### src/rtl/led_count_sequencer.sv
// LED-counter sequencer: waits for PLL lock, settles, then steps a WIDTH-bit
// up/down count on a prescaled single-cycle tick and drives a one-hot LED vector.
module led_count_sequencer #(
    parameter int DIV_MAX    = 12000000,
    parameter int SETTLE_CYC = 1024,
    parameter int WIDTH      = 4
) (
    input  logic                    clk,
    input  logic                    reset,
    input  logic                    lock,
    input  logic                    direction,
    input  logic                    hold,
    output logic [WIDTH-1:0]        count,
    output logic [(2**WIDTH)-1:0]   led,
    output logic                    tick,
    output logic                    dir_q,
    output logic [1:0]              state
);

    localparam int LED_W = 2**WIDTH;
    localparam int PW    = $clog2(DIV_MAX);
    localparam int SW    = $clog2(SETTLE_CYC + 1);

    localparam logic [PW-1:0]    PRESC_LAST  = PW'(DIV_MAX - 1);
    localparam logic [PW-1:0]    PRESC_ONE   = PW'(1);
    localparam logic [SW-1:0]    SETTLE_LAST = SW'(SETTLE_CYC - 1);
    localparam logic [SW-1:0]    SETTLE_ONE  = SW'(1);
    localparam logic [WIDTH-1:0] COUNT_ONE   = WIDTH'(1);
    localparam logic [LED_W-1:0] LED_ONE     = LED_W'(1);

    typedef enum logic [1:0] {
        WAIT_LOCK = 2'd0,
        SETTLE    = 2'd1,
        RUN       = 2'd2,
        HOLD      = 2'd3
    } state_t;

    state_t state_q, state_d;

    logic lock_meta, lock_s;
    logic dir_meta, dir_s;
    logic hold_meta, hold_s;

    logic [PW-1:0]    presc_q, presc_d;
    logic [SW-1:0]    settle_q, settle_d;
    logic [WIDTH-1:0] count_d;
    logic             dir_d;
    logic             tick_d;
    logic [LED_W-1:0] led_d;

    // Two-flop synchronizers for the asynchronous board inputs.
    // NOTE: sequential state uses non-blocking assignments so every flop samples pre-edge values.
    always_ff @(posedge clk or negedge reset) begin
        if (!reset) begin
            lock_meta <= 1'b0;
            lock_s    <= 1'b0;
            dir_meta  <= 1'b0;
            dir_s     <= 1'b0;
            hold_meta <= 1'b0;
            hold_s    <= 1'b0;
        end else begin
            lock_meta <= lock;
            lock_s    <= lock_meta;
            dir_meta  <= direction;
            dir_s     <= dir_meta;
            hold_meta <= hold;
            hold_s    <= hold_meta;
        end
    end

    always_ff @(posedge clk or negedge reset) begin
        if (!reset) state_q <= WAIT_LOCK;
        else        state_q <= state_d;
    end

    // Lock loss dominates hold, which dominates the tick.
    // NOTE: every combinational output gets a default first, so no path infers a latch.
    always_comb begin
        state_d = state_q;
        unique case (state_q)
            WAIT_LOCK: if (lock_s) state_d = SETTLE;
            SETTLE: begin
                if (!lock_s)                    state_d = WAIT_LOCK;
                else if (settle_q == SETTLE_LAST) state_d = RUN;
            end
            RUN: begin
                if (!lock_s)     state_d = WAIT_LOCK;
                else if (hold_s) state_d = HOLD;
            end
            HOLD: begin
                if (!lock_s)      state_d = WAIT_LOCK;
                else if (!hold_s) state_d = RUN;
            end
            default: state_d = WAIT_LOCK;
        endcase
    end

    always_comb begin
        presc_d  = presc_q;
        settle_d = '0;
        count_d  = count;
        dir_d    = dir_q;
        tick_d   = 1'b0;
        unique case (state_q)
            WAIT_LOCK: presc_d = '0;
            SETTLE: begin
                presc_d = '0;
                if (state_d == SETTLE) settle_d = settle_q + SETTLE_ONE;
            end
            RUN: begin
                if (state_d == RUN) begin
                    if (presc_q == PRESC_LAST) begin
                        presc_d = '0;
                        tick_d  = 1'b1;
                        dir_d   = dir_s;
                        count_d = dir_q ? count + COUNT_ONE : count - COUNT_ONE;
                    end else begin
                        presc_d = presc_q + PRESC_ONE;
                    end
                end else if (state_d == WAIT_LOCK) begin
                    presc_d = '0;
                end
            end
            HOLD: if (state_d == WAIT_LOCK) presc_d = '0;
            default: presc_d = '0;
        endcase
        // Decoding the next count keeps led and count changing on the same edge.
        led_d = (state_d == RUN || state_d == HOLD) ? (LED_ONE << count_d) : '0;
    end

    always_ff @(posedge clk or negedge reset) begin
        if (!reset) begin
            presc_q  <= '0;
            settle_q <= '0;
            count    <= '0;
            dir_q    <= 1'b1;
            tick     <= 1'b0;
            led      <= '0;
        end else begin
            presc_q  <= presc_d;
            settle_q <= settle_d;
            count    <= count_d;
            dir_q    <= dir_d;
            tick     <= tick_d;
            led      <= led_d;
        end
    end

    assign state = state_q;

endmodule

### config.mk
export PLATFORM = sky130hd
export DESIGN_NAME = led_count_sequencer
export DESIGN_NICKNAME = d
export VERILOG_FILES = /design/src/rtl/led_count_sequencer.sv
export SDC_FILE = /design/constraint.sdc
export NUM_CORES = 1
export LEC_CHECK = 0
export CORE_ASPECT_RATIO = 2
export CORE_MARGIN = 8
export CORE_UTILIZATION = 35
export DETAILED_ROUTE_END_ITERATION = 16
export PLACE_DENSITY = 0.5
export SLEW_MARGIN = 20
export SYNTH_ARGS = -nofsm -noshare
export SYNTH_HDL_FRONTEND = slang
export SYNTH_SLANG_ARGS = --single-unit
### constraint.sdc
create_clock -name clk -period 5.74 [get_ports clk]
set_input_delay 1.148 -clock clk [delete_from_list [all_inputs] [get_ports clk]]
set_output_delay 1.148 -clock clk [all_outputs]
set_load 0.005 [all_outputs]
# After elaboration in Yosys (flattened, before gate mapping)
# Cells that the tools add are included.
# word_totals
ff_bits	65
in_bits	5
output_inout_bits	24
word_cells	53
# op_classes
n_addsub	4
muxes	22
shift	1
n_eq_ne	8
n_reduce_logical	5
# ops
operator	n
two-way mux 24 bit	3
case mux 24 bit (3 select lines)	1
adder 24 x 1 -> 24 bit (second input constant)	1
== test 24 bit (second input constant)	1
two-way mux 11 bit	2
two-way mux 16 bit	1
two-way mux 4 bit	4
left shift 1 x 4 -> 16 bit (first input constant)	1
two-way mux 2 bit	7
adder 11 x 1 -> 11 bit (second input constant)	1
== test 11 x 10 -> 1 bit (second input constant)	1
== test 2 bit (second input constant)	4
case mux 2 bit (4 select lines)	1
adder 4 x 1 -> 4 bit (second input constant)	1
== test 2 x 1 -> 1 bit (second input constant)	2
zero test 2 bit	2
subtractor 4 x 1 -> 4 bit (second input constant)	1
two-way mux 1 bit	3
AND reduction 3 bit	1
OR reduction 2 bit	1
logical OR 1 bit	1

# Longest topological paths before layout
# Gate-level depths: netlist (run 1).
# depth
ltp_word	9
ltp_mapped	8
ltp_nobuf	7

# Worst setup path after synthesis (run 1)
# OpenSTA, ideal clock, no wires.
# synth_timing
kind	register -> register
start	register presc_q[13]
end	register count[1]
required_ns	5.615
setup_time_ns	0.125
synth_period_minus_slack_ns	2.278
path_slack_ns	3.462
path_stages_with_launch	7
path_buffers	2
arrival_ns	2.153
cell_sequence	dfrtp_1 -> buf_6 -> or4b_4 -> or4_4 -> buf_6 -> nor2_4 -> mux2_2
# synth_via
elab_chain_len	4
# synth_lines
element	line_no	text
from (decl)	44	logic [PW-1:0] presc_q, presc_d;
from (signal assigned)	140	presc_q <= presc_d;
== test 24 bit	112	if (presc_q == PRESC_LAST) begin
two-way mux 4 bit	112	
two-way mux 4 bit	111	if (state_d == RUN) begin
two-way mux 4 bit	104	unique case (state_q)
named net count_d[1]	46	logic [WIDTH-1:0] count_d;
to (signal assigned)	142	count <= count_d;
to (decl)	13	output logic [WIDTH-1:0] count,
# The timed path passes the listed nets, and every way through them passes these cells.
# A chain may end at the register's enable or synchronous reset.

# Worst setup path after layout (run 1)
# layout_timing
start	register state_q[0], in the netlist state[0]
end	output port state[0]
# layout_lines
element	line_no	text
from (decl)	38	state_t state_q, state_d;
from (signal assigned)	73	else state_q <= state_d;
to (decl)	17	output logic [1:0] state
# No word-level cell between the ends.

==> metrics, run 1 <==
status=completed; max_slew headroom=25.0%; initial core utilization=35.7%; Routed Antenna Nets=0; required time worst endpoint=4590 ps; Slowest-stage cell, CP=dfrtp_1; Post-Route WL=8.14 mm; # clock sinks=65; Post-CTS Hold Buffers=0; Antenna Cells=0; critical path arrival=1520 ps; area leader, netlist=dfrtp_1; first-pass GRT wire length=13.2 mm; Setup Buffers After CTS=0; routed vias=2,558; Initial DRC Count=99; largest net degree at the start of global routing=66; Leakage=1.57 nW; DIE WIDTH=83.6 um; Yosys top cell area share=50.1%; crit path launch type=flop; worst clock skew=4.69 ps; placed cells=441; Die ar.=12,600 um2; clk buf depth=2; Via density=5.60; IR drop worst, VDD=204 uV; cts repair resizes=0; dpl ws=3200 ps; hold path depth=0; Hold Crit Class=flop to flop; Std-Cell Rows=49; post-synthesis sequential area ratio=50.9%; CTS root buf=clkbuf_16; Max-Cap Viols=0; Final #Nets=360; GRT overflow=0; RSZ-0062 raised after global routing=false; CTS tree=built; Netlist cell types=47; synthesized cell area=3200 um2; Max Fclk=0.375 GHz; Area contributors post-synth=dfrtp_1, nor2_1, a31oi_1; Least-Margin Pin Slew=1120 ps; Reg-to-Reg End=presc_q[15]; hold_sp=hold_meta; critical-path cell list=clkdlybuf4s50_1; power density of the placed cells=289 nW/um2; Critical Path Fanout Max=13; worst reg2reg path depth=6; reg-to-reg slack, setup=3180 ps; Main synth FF type=dfrtp_1; post-place instance area=3550 um2; drt drc=0; DRT Pass-1 Iters=4; r2r startpoint=presc_q[19]; Final Setup Violations=0; Vert. Die Dim=151 um; Ys Warns=0; Post-synth EDFFs=0; placed wire-length estimate=5.83 mm; vias in the first global route=2,577; Total GRT Usage=13.5%; CTS clk-pin slew, worst paths=60 ps; area grow syn2layout=22.0%; Synth Net Count=331; post-route design area=3900 um2; Slew Viols, Final=0; initial antenna violation count=0; I/O pin total=29; layout cells sized above 1=9.86%; H-tree depth=3; Core Area=8950 um2; Synth async-reset ratio=100%; # port buffers=28; kind of critical path=flop to output pin; Worst-Skew Late Latency=330 ps; Tmin final=2660 ps; setup TNS=0 ps; Worst Hold End=hold_s; Avg Cell Area, Syn=9.97 um2; Worst path top cell family by delay=flip-flops; CP Capture Type=output pin; post-route clock period utilization=46.4%; post-route setup slack=3080 ps; Slowest Stage Delay on Critical Path=590 ps; final std cells w/o fill=457; FF+latch count, synth=65; Post-Syn Instances=321; RePlAce Congestion=0.821; CP Buf/Inv Count=1; cts bufs inserted=9; WL/cell=17.8 um; Final Hold Viols=0
==> layout by cell type (no fill, tap or decap), types with 3 or more instances in the layout <==
| cell type | n |
|---|---|
| dfrtp_1 | 64 |
| nor2_1 | 38 |
| nand2_1 | 29 |
| clkdlybuf4s50_1 | 27 |
| a31oi_1 | 18 |
| a21oi_1 | 18 |
| nand3_1 | 17 |
| o21ai_0 | 13 |
| nor3_1 | 10 |
| nand4_1 | 9 |
| clkbuf_16 | 9 |
| inv_1 | 8 |
| xnor2_1 | 8 |
| nor4_1 | 6 |
| and3_1 | 6 |
| xor2_1 | 6 |
| nand2b_1 | 5 |
| o21ai_1 | 4 |
| a41oi_1 | 4 |
| a211oi_1 | 4 |
| ha_1 | 4 |
| nor4_4 | 3 |
| and4_1 | 3 |
| bufinv_16 | 3 |
==> area by class of cell <==
class	count	area [um2]
Clock inverter	6	115
Timing Repair Buffer	30	290
Clock buffer	10	239
Tap cell	102	128
Fill cell	864	5050
Multi-Input combinational cell	236	1470
Sequential cell	65	1630
Inverter	8	30.0
==> power by group <==
group | switching, mW | total (mW) | internal (mW)
logic | 0.0130 | 0.0182 | 0.00522
registers | 0.00409 | 0.466 | 0.462
clock network | 0.205 | 0.643 | 0.437
total | 0.223 | 1.13 | 0.904
==> registers in the layout, summed over array words and instances (netlist names) <==
register,flops
hold_s,1
lock_meta,1
led,16
presc_q,24
lock_s,1
state,2
dir_meta,1
dir_q,1
count,4
dir_s,1
tick,1
settle_q,11
hold_meta,1
==> cells by family (layout without fill, tap and decap cells) <==
group           Yosys count  count (layout)  synth area share, %
simple gates            140             140                 24.0
buf+inv                  20              54                 3.17
flops                    65              65                 50.9
mux                       4               4                 1.33
compound gates           72              72                 13.9
fa+ha+maj                 5               5                 2.19
xor+xnor                 15              15                 4.54
==> metrics by stage <==
step / power [mW] / hold slack, ps / util, %
6_report: 1.13 / 345 / 43.6
5_1_grt: 1.17 / 360 / 43.6
4_1_cts: 1.15 / 349 / 43.6
3_5_place_dp: 0.493 / 336 / 39.7
3_3_place_gp: 0.493 / 333 / 39.7
2_1_floorplan: 0.478 / 331 / -
==> layer usage <==
| metal | GRT usage [%] | share of wire, % | up-vias |
|---|---|---|---|
| li1 | - | - | 1230 |
| met4 | 8.17 | 2.7 | 0 |
| met5 | 0 | 0 | - |
| met1 | 13.0 | 37 | 1265 |
| met3 | 3.77 | 3.5 | 14 |
| met2 | 24.6 | 57 | 49 |
==> cells in the mapped netlist, types with 2 or more instances <==
library cell and instances:
clkbuf_1 6, buf_6 3, a211oi_1 4, o22a_2 2
and3_1 6, xor2_1 6, o21ai_0 14, mux2i_1 2
nand2_1 29, nand3_1 17, and4_1 3, a31oi_1 18
nor2_1 38, or4_4 2, a41oi_1 4, a22oi_1 2
nand2b_1 5, inv_1 8, o21ai_1 3, or3_1 2
and2_1 2, dfrtp_1 64, buf_2 3, xnor2_1 8
mux2_2 2, o21ai_2 2, ha_1 4, nor3_1 10
nor4_4 3, a21oi_1 19, nor4_1 6, nand4_1 9
==> how the worst max path moves through the flow <==
stage | from | end | slack [ps] | depth (start not counted)
after detailed placement | presc_q[0] | presc_q[16] | 3200 | 6
after global placement | presc_q[19] | presc_q[15] | 3220 | 6
after CTS | state[0] | state[0] | 3060 | 1
after floorplan | presc_q[13] | count[1] | 3460 | 6
after global routing | presc_q[1] | presc_q[16] | 3000 | 6
final | state[0] | state[0] | 3080 | 1
Note: power is estimated with default switching activity, not from simulation.
==> inputs of run 2 (changes only) <==
==> constraint.sdc (replaced) <==
create_clock -name clk -period 2.7 [get_ports clk]
set_input_delay 0.54 -clock clk [delete_from_list [all_inputs] [get_ports clk]]
set_output_delay 0.54 -clock clk [all_outputs]
set_load 0.005 [all_outputs]
==> run 2 against run 1 <==
Sequential power increased by 110%. Clock-buffer cell count is 1 higher. Register-to-register slack worse by 2800 ps. Final area up 2.0%. Via count grew 0.70%. Critical path type is now flop to flop. Clock power grew 99%. Largest cell class unchanged. Largest power group unchanged. Cell count grew 2.2%. Worst setup slack worse by 2700 ps. Non-clock buffer count rose by 10. Global-route usage up 0.43 points.
==> metrics, run 2 (synthesized netlist as in run 1, its figures left out) <==
status=completed (unchanged); fillcell total=883 (was 864); WL met1=3.04 mm (was 3.01 mm); Setup Buffers After CTS=0 (unchanged); Antenna Cells=0 (unchanged); cts bufs inserted=9 (unchanged); placed cells=451 (was 441); Final Hold Viols=0 (unchanged); Leakage=1.62 nW (was 1.57 nW); Die ar.=12,600 um2 (unchanged); drt drc=0 (unchanged); H-tree depth=3 (unchanged); most frequent cells in the layout=dfrtp_1, nor2_1, nand2_1 (unchanged); largest register by flop count=presc_q (unchanged); DRT Pass-1 Iters=4 (unchanged); # port buffers=28 (unchanged); first-pass GRT wire length=13.9 mm (was 13.2 mm); CTS tree=built (unchanged); CTS clk-pin slew, worst paths=60 ps (about the same); Largest register FFs=24 (unchanged); largest net degree at the start of global routing=66 (unchanged); Worst-Skew Late Latency=330 ps (about the same); Via density=5.52 (was 5.60); Top Registers=presc_q: 24 flops, led: 16 flops, settle_q: 11 flops (unchanged); Max Used Layer=met4 (unchanged); post-route clock period utilization=86.8%; post-route design area=3980 um2 (was 3900 um2); Std-Cell Rows=49 (unchanged); RSZ-0062 raised after global routing=false (unchanged); Slew Viols, Final=0 (unchanged); Final #Nets=370 (was 360); Routed Antenna Nets=0 (unchanged); RePlAce Congestion=0.836 (was 0.821); critical path arrival=2560 ps (was 1520 ps); # clock sinks=65 (unchanged); layout cells sized above 1=12.3% (was 9.86%); initial antenna violation count=0 (unchanged); Post-Route WL=8.27 mm (was 8.14 mm); Post-CTS Hold Buffers=0 (unchanged); I/O pin total=29 (unchanged); Initial DRC Count=198 (was 99); IR drop worst, VDD=420 uV (was 204 uV); Least-Margin Pin Slew=603 ps (was 1120 ps); DIE WIDTH=83.6 um (unchanged); required time worst endpoint=2920 ps (was 4590 ps); final std cells w/o fill=467 (was 457); utilization after layout=44.5% (was 43.6%); Critical Path Fanout Max=10 (was 13); WL met2=4.69 mm (was 4.62 mm); GRT overflow=0 (unchanged); area of the multi-input gates=1470 um2 (unchanged); post-place instance area=3650 um2 (was 3550 um2); CP Capture Type=flop (was output pin); Total GRT Usage=13.9% (was 13.5%); power density of the placed cells=582 nW/um2 (was 289 nW/um2); cts repair resizes=0 (unchanged); Max-Cap Viols=0 (unchanged); Final Setup Violations=0 (unchanged); max_slew headroom=59.6% (was 25.0%); WL/cell=17.7 um (was 17.8 um); kind of critical path=flop to flop (was flop to output pin); Vert. Die Dim=151 um (unchanged); Hold Crit Class=input port to asynchronous set/reset pin (was flop to flop); metal3 WL=324 um (was 284 um); placed wire-length estimate=5.97 mm (was 5.83 mm); Core Area=8950 um2 (unchanged); initial core utilization=35.7% (unchanged); area grow syn2layout=24.4% (was 22.0%); leading cell type in the layout, fill and taps excluded=dfrtp_1 (unchanged); CTS root buf=clkbuf_16 (unchanged); area occupied by registers=1630 um2 (unchanged); crit path launch type=flop (unchanged); vias in the first global route=2,700 (was 2,577); Tmin final=2340 ps; clk buf depth=2 (unchanged); setup TNS=0 ps (unchanged); worst clock skew=6.99 ps (was 4.69 ps); routed vias=2,576 (was 2,558); Max Fclk=0.427 GHz
## run 2: changes by cell type in the layout (fill, tap and decap cells not counted), sizes merged
cell	change
buf	+10
bufinv	-1
clkbuf	+1
## run 2: layout make-up
| type | instances | share of cell area (%) |
|---|---|---|
| flip-flops and latches | 65 | 40.9 |
| multi-input cells | 236 | 37.0 |
| repair buffers | 40 | 9.81 |
| clock buffers | 11 | 6.35 |
| well taps | 102 | 3.21 |
| clock inverters | 5 | 1.95 |
| inverters | 8 | 0.754 |
## run 2: final timing paths
path                            cells after the start        start           to  slack, ps
worst max-delay path                                4  presc_q[19]     count[1]        360
worst min-delay path                                2        reset  settle_q[9]        220
worst max register to register                      4  presc_q[19]     count[1]        360
worst min register to register                      0    hold_meta       hold_s        350
max in group asynchronous                           2        reset        dir_q       2180
min in group clk                                    0    hold_meta       hold_s        350
## run 2: layer usage
layer / vias up / global-route usage [%]
met1: 1254 / 13.5
met4: 0 / 6.96
met2: 53 / 26.1
met5: - / 0
met3: 17 / 3.77
li1: 1252 / -
## run 2: worst max-delay path: stages, from the launching register on
cell and delay (ps):
dfrtp_1 440, or4_4 570, or4_4 650, nor2_4 230, mux2_2 350
## run 2: metrics by stage
step,worst slack (ps),power (mW),hold WS (ps)
global placement,375,1.05,332
CTS,360,2.35,230
finish,356,2.31,218
floorplan,422,1.02,244
global route,225,2.39,252
detailed placement,364,1.05,346
## run 2: power by group
| part | internal [mW] | switching [mW] | total, mW |
|---|---|---|---|
| combinational | 0.0142 | 0.0305 | 0.0446 |
| clock | 0.855 | 0.428 | 1.28 |
| sequential | 0.982 | 0.00586 | 0.987 |
